==> config.mk <==
export PLATFORM = sky130hd
export DESIGN_NAME = load_store_unit
export DESIGN_NICKNAME = d
export VERILOG_FILES = /design/src/rtl/load_store_unit.sv
export SDC_FILE = /design/constraint.sdc
export NUM_CORES = 1
export LEC_CHECK = 0
export CORE_MARGIN = 4
export CORE_UTILIZATION = 30
export DETAILED_ROUTE_END_ITERATION = 10
export PLACE_DENSITY = 0.59
export SYNTH_ARGS = -nofsm -noshare
export SYNTH_HDL_FRONTEND = slang
export SYNTH_SLANG_ARGS = --single-unit
export TNS_END_PERCENT = 50
==> constraint.sdc <==
create_clock -name clk -period 2.51 [get_ports clk]
set_input_delay 0.502 -clock clk [delete_from_list [all_inputs] [get_ports clk]]
set_output_delay 0.502 -clock clk [all_outputs]
set_load 0.02 [all_outputs]
==> src/rtl/load_store_unit.sv <==
// Load/store unit between the CPU and a word-wide memory: sub-word loads with extension and
// sub-word stores via read-modify-write. Define LSU_MISALIGN_TRAP_EN to trap misaligned half/word accesses.
module load_store_unit #(
    parameter int unsigned ADDR_WIDTH = 32
) (
    input  logic                  clk,
    input  logic                  rst,
    input  logic                  req_valid,
    output logic                  req_ready,
    input  logic                  req_store,
    input  logic [1:0]            req_size,
    input  logic                  req_unsigned,
    input  logic [ADDR_WIDTH-1:0] req_addr,
    input  logic [31:0]           req_wdata,
    output logic                  resp_valid,
    output logic [31:0]           resp_data,
    output logic                  resp_err,
    output logic [ADDR_WIDTH-1:0] mem_addr,
    output logic [31:0]           mem_wdata,
    output logic                  mem_we,
    input  logic [31:0]           mem_rdata
);

    localparam int unsigned DATA_WIDTH = 32;

    typedef enum logic [2:0] {
        IDLE,
        ISSUE,
        RDATA,
        WRITE,
        DONE
    } state_t;

    state_t state, state_next;

    logic                  store_q, store_d;
    logic [1:0]            size_q, size_d;
    logic                  uns_q, uns_d;
    logic [1:0]            lane_q, lane_d;
    logic [DATA_WIDTH-1:0] wdata_q, wdata_d;

    logic                  ready_d, valid_d, err_d, we_d;
    logic [DATA_WIDTH-1:0] rdata_d, mwdata_d;
    logic [ADDR_WIDTH-1:0] maddr_d;
    logic                  misalign_c;

    // Select the addressed lane of a memory word and zero/sign-extend it.
    function automatic logic [DATA_WIDTH-1:0] extend_lane(input logic [DATA_WIDTH-1:0] word,
                                                          input logic [1:0] size,
                                                          input logic [1:0] lane,
                                                          input logic uns);
        logic [7:0]  b;
        logic [15:0] h;
        b = word[{lane, 3'b000} +: 8];
        h = word[{lane[1], 4'b0000} +: 16];
        case (size)
            2'b00:   return uns ? {24'h0, b} : {{24{b[7]}}, b};
            2'b01:   return uns ? {16'h0, h} : {{16{h[15]}}, h};
            default: return word;
        endcase
    endfunction

    // Replace only the addressed byte/half lanes of the read word.
    function automatic logic [DATA_WIDTH-1:0] merge_lane(input logic [DATA_WIDTH-1:0] word,
                                                         input logic [DATA_WIDTH-1:0] wdata,
                                                         input logic [1:0] size,
                                                         input logic [1:0] lane);
        logic [DATA_WIDTH-1:0] out;
        out = word;
        case (size)
            2'b00:   out[{lane, 3'b000} +: 8]     = wdata[7:0];
            2'b01:   out[{lane[1], 4'b0000} +: 16] = wdata[15:0];
            default: out = wdata;
        endcase
        return out;
    endfunction

`ifdef LSU_MISALIGN_TRAP_EN
    assign misalign_c = ((req_size == 2'b01) && req_addr[0]) ||
                        (req_size[1] && (req_addr[1:0] != 2'b00));
`else
    assign misalign_c = 1'b0;
`endif

    always_ff @(posedge clk) begin
        if (rst) begin
            state      <= IDLE;
            req_ready  <= 1'b1;
            resp_valid <= 1'b0;
            resp_data  <= '0;
            resp_err   <= 1'b0;
            mem_addr   <= '0;
            mem_wdata  <= '0;
            mem_we     <= 1'b0;
            store_q    <= 1'b0;
            size_q     <= 2'b00;
            uns_q      <= 1'b0;
            lane_q     <= 2'b00;
            wdata_q    <= '0;
        end else begin
            state      <= state_next;
            req_ready  <= ready_d;
            resp_valid <= valid_d;
            resp_data  <= rdata_d;
            resp_err   <= err_d;
            mem_addr   <= maddr_d;
            mem_wdata  <= mwdata_d;
            mem_we     <= we_d;
            store_q    <= store_d;
            size_q     <= size_d;
            uns_q      <= uns_d;
            lane_q     <= lane_d;
            wdata_q    <= wdata_d;
        end
    end

    always_comb begin
        state_next = state;
        valid_d    = 1'b0;
        we_d       = 1'b0;
        rdata_d    = resp_data;
        err_d      = resp_err;
        maddr_d    = mem_addr;
        mwdata_d   = mem_wdata;
        store_d    = store_q;
        size_d     = size_q;
        uns_d      = uns_q;
        lane_d     = lane_q;
        wdata_d    = wdata_q;

        case (state)
            IDLE: begin
                if (req_valid) begin
                    store_d = req_store;
                    size_d  = req_size;
                    uns_d   = req_unsigned;
                    lane_d  = req_addr[1:0];
                    wdata_d = req_wdata;
                    if (misalign_c) begin
                        state_next = DONE;
                        valid_d    = 1'b1;
                        rdata_d    = '0;
                        err_d      = 1'b1;
                    end else begin
                        maddr_d = {req_addr[ADDR_WIDTH-1:2], 2'b00};
                        if (req_store && req_size[1]) begin
                            state_next = WRITE;
                            we_d       = 1'b1;
                            mwdata_d   = req_wdata;
                        end else begin
                            state_next = ISSUE;
                        end
                    end
                end
            end
            ISSUE: state_next = RDATA;
            RDATA: begin
                if (store_q) begin
                    state_next = WRITE;
                    we_d       = 1'b1;
                    mwdata_d   = merge_lane(mem_rdata, wdata_q, size_q, lane_q);
                end else begin
                    state_next = DONE;
                    valid_d    = 1'b1;
                    rdata_d    = extend_lane(mem_rdata, size_q, lane_q, uns_q);
                    err_d      = 1'b0;
                end
            end
            WRITE: begin
                state_next = DONE;
                valid_d    = 1'b1;
                rdata_d    = '0;
                err_d      = 1'b0;
            end
            DONE:    state_next = IDLE;
            default: state_next = IDLE;
        endcase

        ready_d = (state_next == IDLE);
    end

endmodule

After elaboration in Yosys (flattened, before gate mapping). Index checks and enable logic that the tools add are counted.

Register bits: 139. Input port bits: 103. Output and inout port bits: 100. Logic and storage cells: 62.

Add/subtract/negate cells: 2. Equal/unequal tests: 8. Shift-type cells: 6. Mux-type cells: 24. Reduce and logical (&&, ||, !) cells: 9.

Operator list (count): case mux 32 bit (2 select lines) (4); 2-to-1 mux 32 bit (6); bitwise mux 32 bit (2); variable shift 16 x 7 -> 32 bit (first input constant) (1); variable shift 8 x 7 -> 32 bit (first input constant) (1); indexed part select 16 x 7 -> 32 bit (1); indexed part select 32 x 6 -> 16 bit (1); indexed part select 32 x 6 -> 8 bit (1); indexed part select 8 x 7 -> 32 bit (1); negator 5 -> 7 bit (2); case mux 3 bit (4 select lines) (1); inequality test 2 bit (second input constant) (4); equality test 3 x 2 -> 1 bit (second input constant) (2); zero test 3 bit (2); 2-to-1 mux 3 bit (2); case mux 1 bit (2 select lines) (3); 2-to-1 mux 1 bit (5); AND reduction 2 bit (2); AND reduction 4 bit (1); nonzero test 2 bit (2); equality test 3 x 1 -> 1 bit (second input constant) (1); equality test 2 x 1 -> 1 bit (second input constant) (1); zero test 2 bit (1); 2-to-1 mux 2 bit (1); logical AND 1 bit (1).

Depth between registers and ports, before layout. Gate-level depths: netlist of the first run.

Depth in word-level cells: 6. Gate-level depth with buffers: 9. Gate-level depth less buffers: 6.

Least setup slack after synthesis of the first run. Ideal clock, no wire load.

Path kind: register to register. Start point: register lane_q[1]. End point: register mem_wdata[11]. Setup time: 0.132 ns. Arrival time: 2.238 ns. Data required time: 2.378 ns. Setup slack: 0.140 ns. Stages on the path, launching flop included: 9. Path buffers: 3. Cells stage by stage: dfxtp_1 -> buf_2 -> buf_1 -> inv_1 -> ha_1 -> clkbuf_1 -> and4_1 -> a2111oi_0 -> o2bb2ai_2.

Longest elaborated chain between the ends: 6. Elaborated cells on any way between the ends: 11. Classes of those cells: 2 x add/sub; 4 x shift; 5 x mux.

RTL lines: from (decl) (RTL line 39) `logic [1:0] lane_q, lane_d;`; from (signal assigned) (RTL line 112) `lane_q <= lane_d;`; negator 5 -> 7 bit (on tied branches) (RTL line 72, 71); indexed part select 16 x 7 -> 32 bit (tied with other cells) (RTL line 72) `2'b01: out[{lane[1], 4'b0000} +: 16] = wdata[15:0];`; bitwise mux 32 bit (on tied branches) (RTL line 72, 71); case mux 32 bit (2 select lines) (*) (RTL line 70) `case (size)`; 2-to-1 mux 32 bit (*) (RTL line 158) `if (store_q) begin`; case mux 32 bit (2 select lines) (*) (RTL line 131) `case (state)`; to (signal assigned) (RTL line 107) `mem_wdata <= mwdata_d;`; to (decl) (RTL line 19) `output logic [31:0] mem_wdata,`.

Every way passes the cells marked *; elsewhere a longest branch is shown, timed or not. The select of a mux whose other input is x is not followed. A chain may end at the register's enable or synchronous reset.

Worst setup path in the final report of the first run.
Start point: register state[1]. End point: register mem_wdata[8].

Longest elaborated chain between the ends: 3. Elaborated cells on any way between the ends: 8. Classes of those cells: 4 x eq/ne; 1 x mux; 3 x reduce/logical.

RTL lines: from (decl) (RTL line 34) `state_t state, state_next;`; from (signal assigned) (RTL line 101) `state <= state_next;`; equality test 3 x 2 -> 1 bit / zero test 3 bit (equally long branches) (RTL line 131); inequality test 2 bit (no source line) / nonzero test 2 bit (equally long branches); AND reduction 4 bit (no source line).

Several ways; a longest one is shown, not always the timed one.

==> results of run 1 <==
[flip-flops by register name (all words and copies together), names as in the netlist]
signal      count
mem_wdata      32
resp_data      32
wdata_q        32
mem_addr       30
state           3
lane_q          2
size_q          2
mem_we          1
req_ready       1
resp_valid      1
store_q         1
uns_q           1
[through the flow]
step	setup TNS (ns)	std cells	cell area, µm²	util (%)
6_report	0	1214	9623	43.96
5_1_grt	0	1214	9623	43.96
4_1_cts	0	1214	9623	43.96
3_5_place_dp	-0.5515	1182	9005	41.14
3_3_place_gp	-0.5662	1182	9005	41.14
2_1_floorplan	0	737	6690	-
[cell families (layout without fill, tap and decap cells)]
family | Yosys count | after routing
muxes | 27 | 27
other | 1 | 3
DFF | 138 | 138
and+or+nand+nor | 222 | 222
adders and majority gates | 5 | 5
buffers and inverters | 92 | 289
AOI/OAI and AO/OA | 250 | 250
[path summary, 6_finish.rpt]
kind / from / to / slack (ns) / cells after the start
setup / recovery: state[1] / mem_wdata[8] / 0.09 / 5
hold / removal: rst / req_ready / 0.37 / 3
setup reg to reg: state[1] / mem_wdata[8] / 0.09 / 5
hold reg to reg: mem_addr[24] / mem_addr[24] / 0.45 / 2
[cell usage in the layout (no fill, tap or decap), types with 5 or more instances in the layout]
master,n
ha_1,5
clkinv_2,5
a221oi_1,10
and4_1,9
nand3b_1,10
clkbuf_16,17
o2bb2ai_2,19
o31ai_1,9
clkdlybuf4s50_1,198
buf_4,42
mux4_2,8
dfxtp_1,137
o21ai_1,21
nor2b_1,7
a32o_1,7
inv_1,15
a2111oi_0,7
a211oi_1,20
mux2i_1,17
nor4b_1,9
o2bb2ai_1,17
a221o_1,38
a21oi_1,69
a31oi_1,8
nand2_1,137
nor2_1,25
o22ai_1,9
[worst max-delay path: cells and delay by family (launching register included)]
| kind | cells | cell delay (ns) |
|---|---|---|
| simple gates | 1 | 0.70 |
| compound gates | 2 | 0.60 |
| buf+inv | 2 | 0.49 |
| flops | 1 | 0.53 |
[area by class of cell]
type | count | area (µm²)
Fill cell | 2182 | 12270
Sequential cell | 138 | 2764
Tap cell | 280 | 350.3
Multi-Input combinational cell | 507 | 3512
Inverter | 15 | 56.30
Clock buffer | 19 | 442.9
Timing Repair Buffer | 242 | 2322
Clock inverter | 13 | 175.2
[per-layer routing]
layer	share of wire [%]	global-route usage [%]	up-vias
li1	-	-	3109
met1	44	25.86	3142
met2	46	29.94	245
met3	7.7	4.867	34
met4	1.9	6.391	0
met5	0	0	-
[power groups by stage]
stage / sequential, mW / combinational (mW) / clock [mW]
2_1_floorplan: 2.57 / 0.630 / 0
5_1_grt: 2.48 / 1.42 / 2.78
3_3_place_gp: 2.51 / 1.31 / 0
3_5_place_dp: 2.51 / 1.32 / 0
6_report: 2.47 / 1.32 / 2.64
4_1_cts: 2.46 / 1.33 / 2.70
[timing repair]
item	in CTS	in global routing
gates resized for setup	0	1
endpoints found under the setup margin	0	1
endpoints found under the hold margin	0	0
==> flow_summary.ini, run 1 <==
[worst_setup_path]
critPathMostFrequentCell = buf_4
path_cells = or3b_2, buf_4, a2111oi_0, buf_4, o2bb2ai_1
critPathMaxStageDelay_ns = 0.70
arrival_ns = 2.74
critPathSlowestCell = or3b_2
crit_path_end_kind = flop
crit_required_ns = 2.83
crit_type = flop to flop
crit_fanout = 19
critPathLaunchType = flop

[final_layout]
nets = 1029
area_growth_pct = 44.00
drive_above_1_share_pct = 12.53
diodes = 0

[timing]
drv_slew = 0
finalCriticalPeriod_ns = 2.422
worst_pin_slew_ns = 1.152
setup_violations = 0
skew_ns = 0.01545
timing.fmax_ghz = 0.4128
hold_viol_final = 0
post-route-period-util_pct = 96.50
layout_setup_ws_ns = 0.08780
rsz0062_at_grt = no
relSlewSlack_pct = 22.92
whs_ns = 0.3665

[power_and_ir_drop]
seq_power_share_pct = 38.3
ir_worst_vdd_uv = 348.9
p_per_area_nw_per_um2 = 668.7
p_int_mw = 4.610
leakagePower_nw = 3.379
combPwrFrac_pct = 20.6
total_power_mw = 6.435
p_sw_mw = 1.825
p_clk_share_pct = 41.1
switching_share_pct = 28.36

[drt]
antenna_left = 0
viasPerCell = 5.379
route.vias.total = 6530
drtIter0Drc = 568
drc = 0
first_pass_iters = 5
routedWlPerCell_um = 20.13
wl_um = 24430

[synthesis]
synth_mux_area_share_pct = 5.579
netlist_area_um2 = 6683
synthTopCellsByArea = dfxtp_1 41%, nand2_1 7.7%, a221o_1 5.7%
synth-adder-area-share_pct = 0.9362
synth_xor_area_share_pct = 0
ys_types = 56
synth_seq_cells = 138
yosysSeqAreaShare_pct = 41.34
synth.most_common_cell = dfxtp_1
synth_cells = 735
ys.flop_type = dfxtp_1
yosys_warnings = 0
synth_compound_area_share_pct = 29.30
netlist.area_leader.share_pct = 41.34
async_flop_share_pct = 0
synth_simple_gate_area_share_pct = 16.42
synth_edf_count = 0
netlist_top_cells_count = 138 x dfxtp_1, 137 x nand2_1, 69 x a21oi_1
avgSynthCellArea_um2 = 9.092
synth_top_family_by_area = compound AO/OA/AOI/OAI gates
yosysTopAreaCell = dfxtp_1

[place]
gp_congestion = 0.8489
pre_cts_ws_ns = -0.06838
dp_hpwl_um = 17700
port_buffers = 199

[global_route]
grt_max_degree = 79
overflow = 0
antenna_found_initial = 0
grt_pass1_wl_um = 36480
track_usage_pct = 19.14
grt_pass1_vias = 6227

[job]
maxCapViolations = 0

[clock_network]
cts_buffer_depth = 2
clkTransAtPathRegs_ns = 0.06
cts_tree = yes
clkSinkCount = 138
clk_latency_ns = 0.43
cts_hold_buf = 0
clock-root-buffer = clkbuf_16
cts_buffers = 17
htree_levels = 4
cts_setup_buffers = 0

[floorplanning]
io_pins = 203
fp-row-count = 54
die_area_um2 = 24730
fp.dieW_um = 157.3
dieHeight_um = 157.3
initial_core_util_pct = 30.53
core_um2 = 21890

[worst_hold_path]
hold_path.class = primary input to flop

[outcome]
status = completed
(Power assumes the default switching activity.)
==> run 2, diff against run 1 <==
==> constraint.sdc (replaced) <==
create_clock -name clk -period 2.05 [get_ports clk]
set_input_delay 0.41 -clock clk [delete_from_list [all_inputs] [get_ports clk]]
set_output_delay 0.41 -clock clk [all_outputs]
set_load 0.02 [all_outputs]
==> flow_summary.ini, run 2 (synthesis gave the netlist of run 1 again) <==
[final_layout]
area_growth_pct = 49.50
top_regs = mem_wdata: 32 flops, resp_data: 32 flops, wdata_q: 32 flops
layout_commonest_cell = clkdlybuf4s50_1
fillers = 2143
nets = 1044
layout_common_cells = 198 x clkdlybuf4s50_1, 137 x nand2_1, 136 x dfxtp_1
fin_cells = 1229
diodes = 0
drive_above_1_share_pct = 15.28

[timing]
whs_ns = 0.3844
post-route-period-util_pct = 95.89
timing.fmax_ghz = 0.5087
hold_viol_final = 0
finalCriticalPeriod_ns = 1.966
rsz0062_at_grt = yes
drv_slew = 0
worst_pin_slew_ns = 0.8805
setup_violations = 0
relSlewSlack_pct = 40.86
layout_setup_ws_ns = 0.08425
tns_ns = 0
skew_ns = 0.008733

[drt]
routedWlPerCell_um = 20.07
viasPerCell = 5.339
antenna_left = 0
route.vias.total = 6562
wl_um = 24660
first_pass_iters = 5
drc = 0
drtIter0Drc = 624

[worst_setup_path]
arrival_ns = 2.32
reg2reg_from = lane_q[1]
crit_end = mem_wdata[8]
crit_required_ns = 2.41
critPathLaunchType = flop
crit_path_end_kind = flop
crit_type = flop to flop
regToRegEndpoint = mem_wdata[8]
reg2reg_slack_ns = 0.08
crit_path_start = lane_q[1]
crit_fanout = 8
r2r_cells = 8

[global_route]
grtUsageMet1_pct = 26.77
grt_pass1_vias = 6247
grt_max_degree = 92
grtUsageMet2_pct = 30.84
overflow = 0
track_usage_pct = 19.48
grt.met3_usage_pct = 4.839
top_usage_layer = met2
antenna_found_initial = 0
grt_pass1_wl_um = 37030

[floorplanning]
core_um2 = 21890
fp.dieW_um = 157.3
io_pins = 203
die_area_um2 = 24730
fp-row-count = 54
dieHeight_um = 157.3
initial_core_util_pct = 30.53

[clock_network]
clkSinkCount = 138
cts_tree = yes
clk_latency_ns = 0.43
clock-root-buffer = clkbuf_16
htree_levels = 4
cts_buffer_depth = 2
clkTransAtPathRegs_ns = 0.06
cts_buffers = 17

[place]
dp_cells = 1197
pre_cts_ws_ns = -0.2277
gp_congestion = 0.8692
dp_hpwl_um = 17970
port_buffers = 199

[power_and_ir_drop]
ir_worst_vdd_uv = 455.2
leakagePower_nw = 3.544
p_per_area_nw_per_um2 = 830.1
total_power_mw = 8.293

[outcome]
status = completed

[worst_hold_path]
hold_path.class = primary input to flop

[job]
maxCapViolations = 0
run 2: cell count changes in the layout (fill, tap and decap cells not counted), sizes merged:
cell	before	now
bufinv	4	6
clkinvlp	4	1
clkinv	5	6
buf	44	59
run 2: metrics by stage:
stage / util (%) / cell area [µm²]
2_1_floorplan: - / 6738
3_3_place_gp: 42.34 / 9269
3_5_place_dp: 42.34 / 9269
4_1_cts: 45.54 / 9970
5_1_grt: 45.64 / 9991
6_report: 45.64 / 9991
run 2: repair_timing:
action | CTS | global route
buffers inserted | 0 | 0
gates resized for setup | 3 | 8
endpoints found under the hold margin | 0 | 0
hold buffers | 0 | 0
setup endpoints to repair | 12 | 32
run 2: worst min path at each step:
stage             startpoint            end  slack, ns  depth (start not counted)
6_report                 rst      req_ready       0.38                          4
5_1_grt                  rst      req_ready       0.39                          4
4_1_cts                  rst      req_ready       0.37                          4
3_5_place_dp   resp_data[15]  resp_data[15]       0.44                          1
3_3_place_gp   resp_data[15]  resp_data[15]       0.44                          1
2_1_floorplan    wdata_q[19]    wdata_q[19]       0.44                          2
run 2: critical path, stage by stage (launching register included):
cell and delay (ns):
dfxtp_2 0.34, inv_1 0.09, ha_1 0.20, nor2b_1 0.12, buf_4 0.15, nor4b_1 0.60
a2111oi_2 0.10, buf_4 0.17, o2bb2ai_1 0.12
run 2: layout make-up:
class / instances / area (µm²) / area share [%]
multi-input combinational: 507 / 3597 / 36.01
timing repair buffer: 257 / 2547 / 25.50
inverter: 15 / 56.30 / 0.5636
sequential: 138 / 2765 / 27.68
clock buffer: 19 / 452.9 / 4.533
clock inverter: 13 / 221.5 / 2.217
tap: 280 / 350.3 / 3.507
run 2: per-layer routing:
| layer | vias to the layer above | routed length (µm) | share of wire, % |
|---|---|---|---|
| met5 | - | 0 | 0 |
| met4 | 0 | 301 | 1.2 |
| met3 | 24 | 1682 | 6.8 |
| met2 | 234 | 11600 | 47 |
| met1 | 3164 | 11080 | 45 |
| li1 | 3140 | - | - |
run 2: power by group:
part	leakage (nW)	switching, mW	total, mW	internal, mW
Combinational	2.08	0.934	1.73	0.800
Clock	0.332	1.21	3.54	2.34
Sequential	1.13	0.152	3.01	2.86
Total	3.54	2.29	8.29	6.00
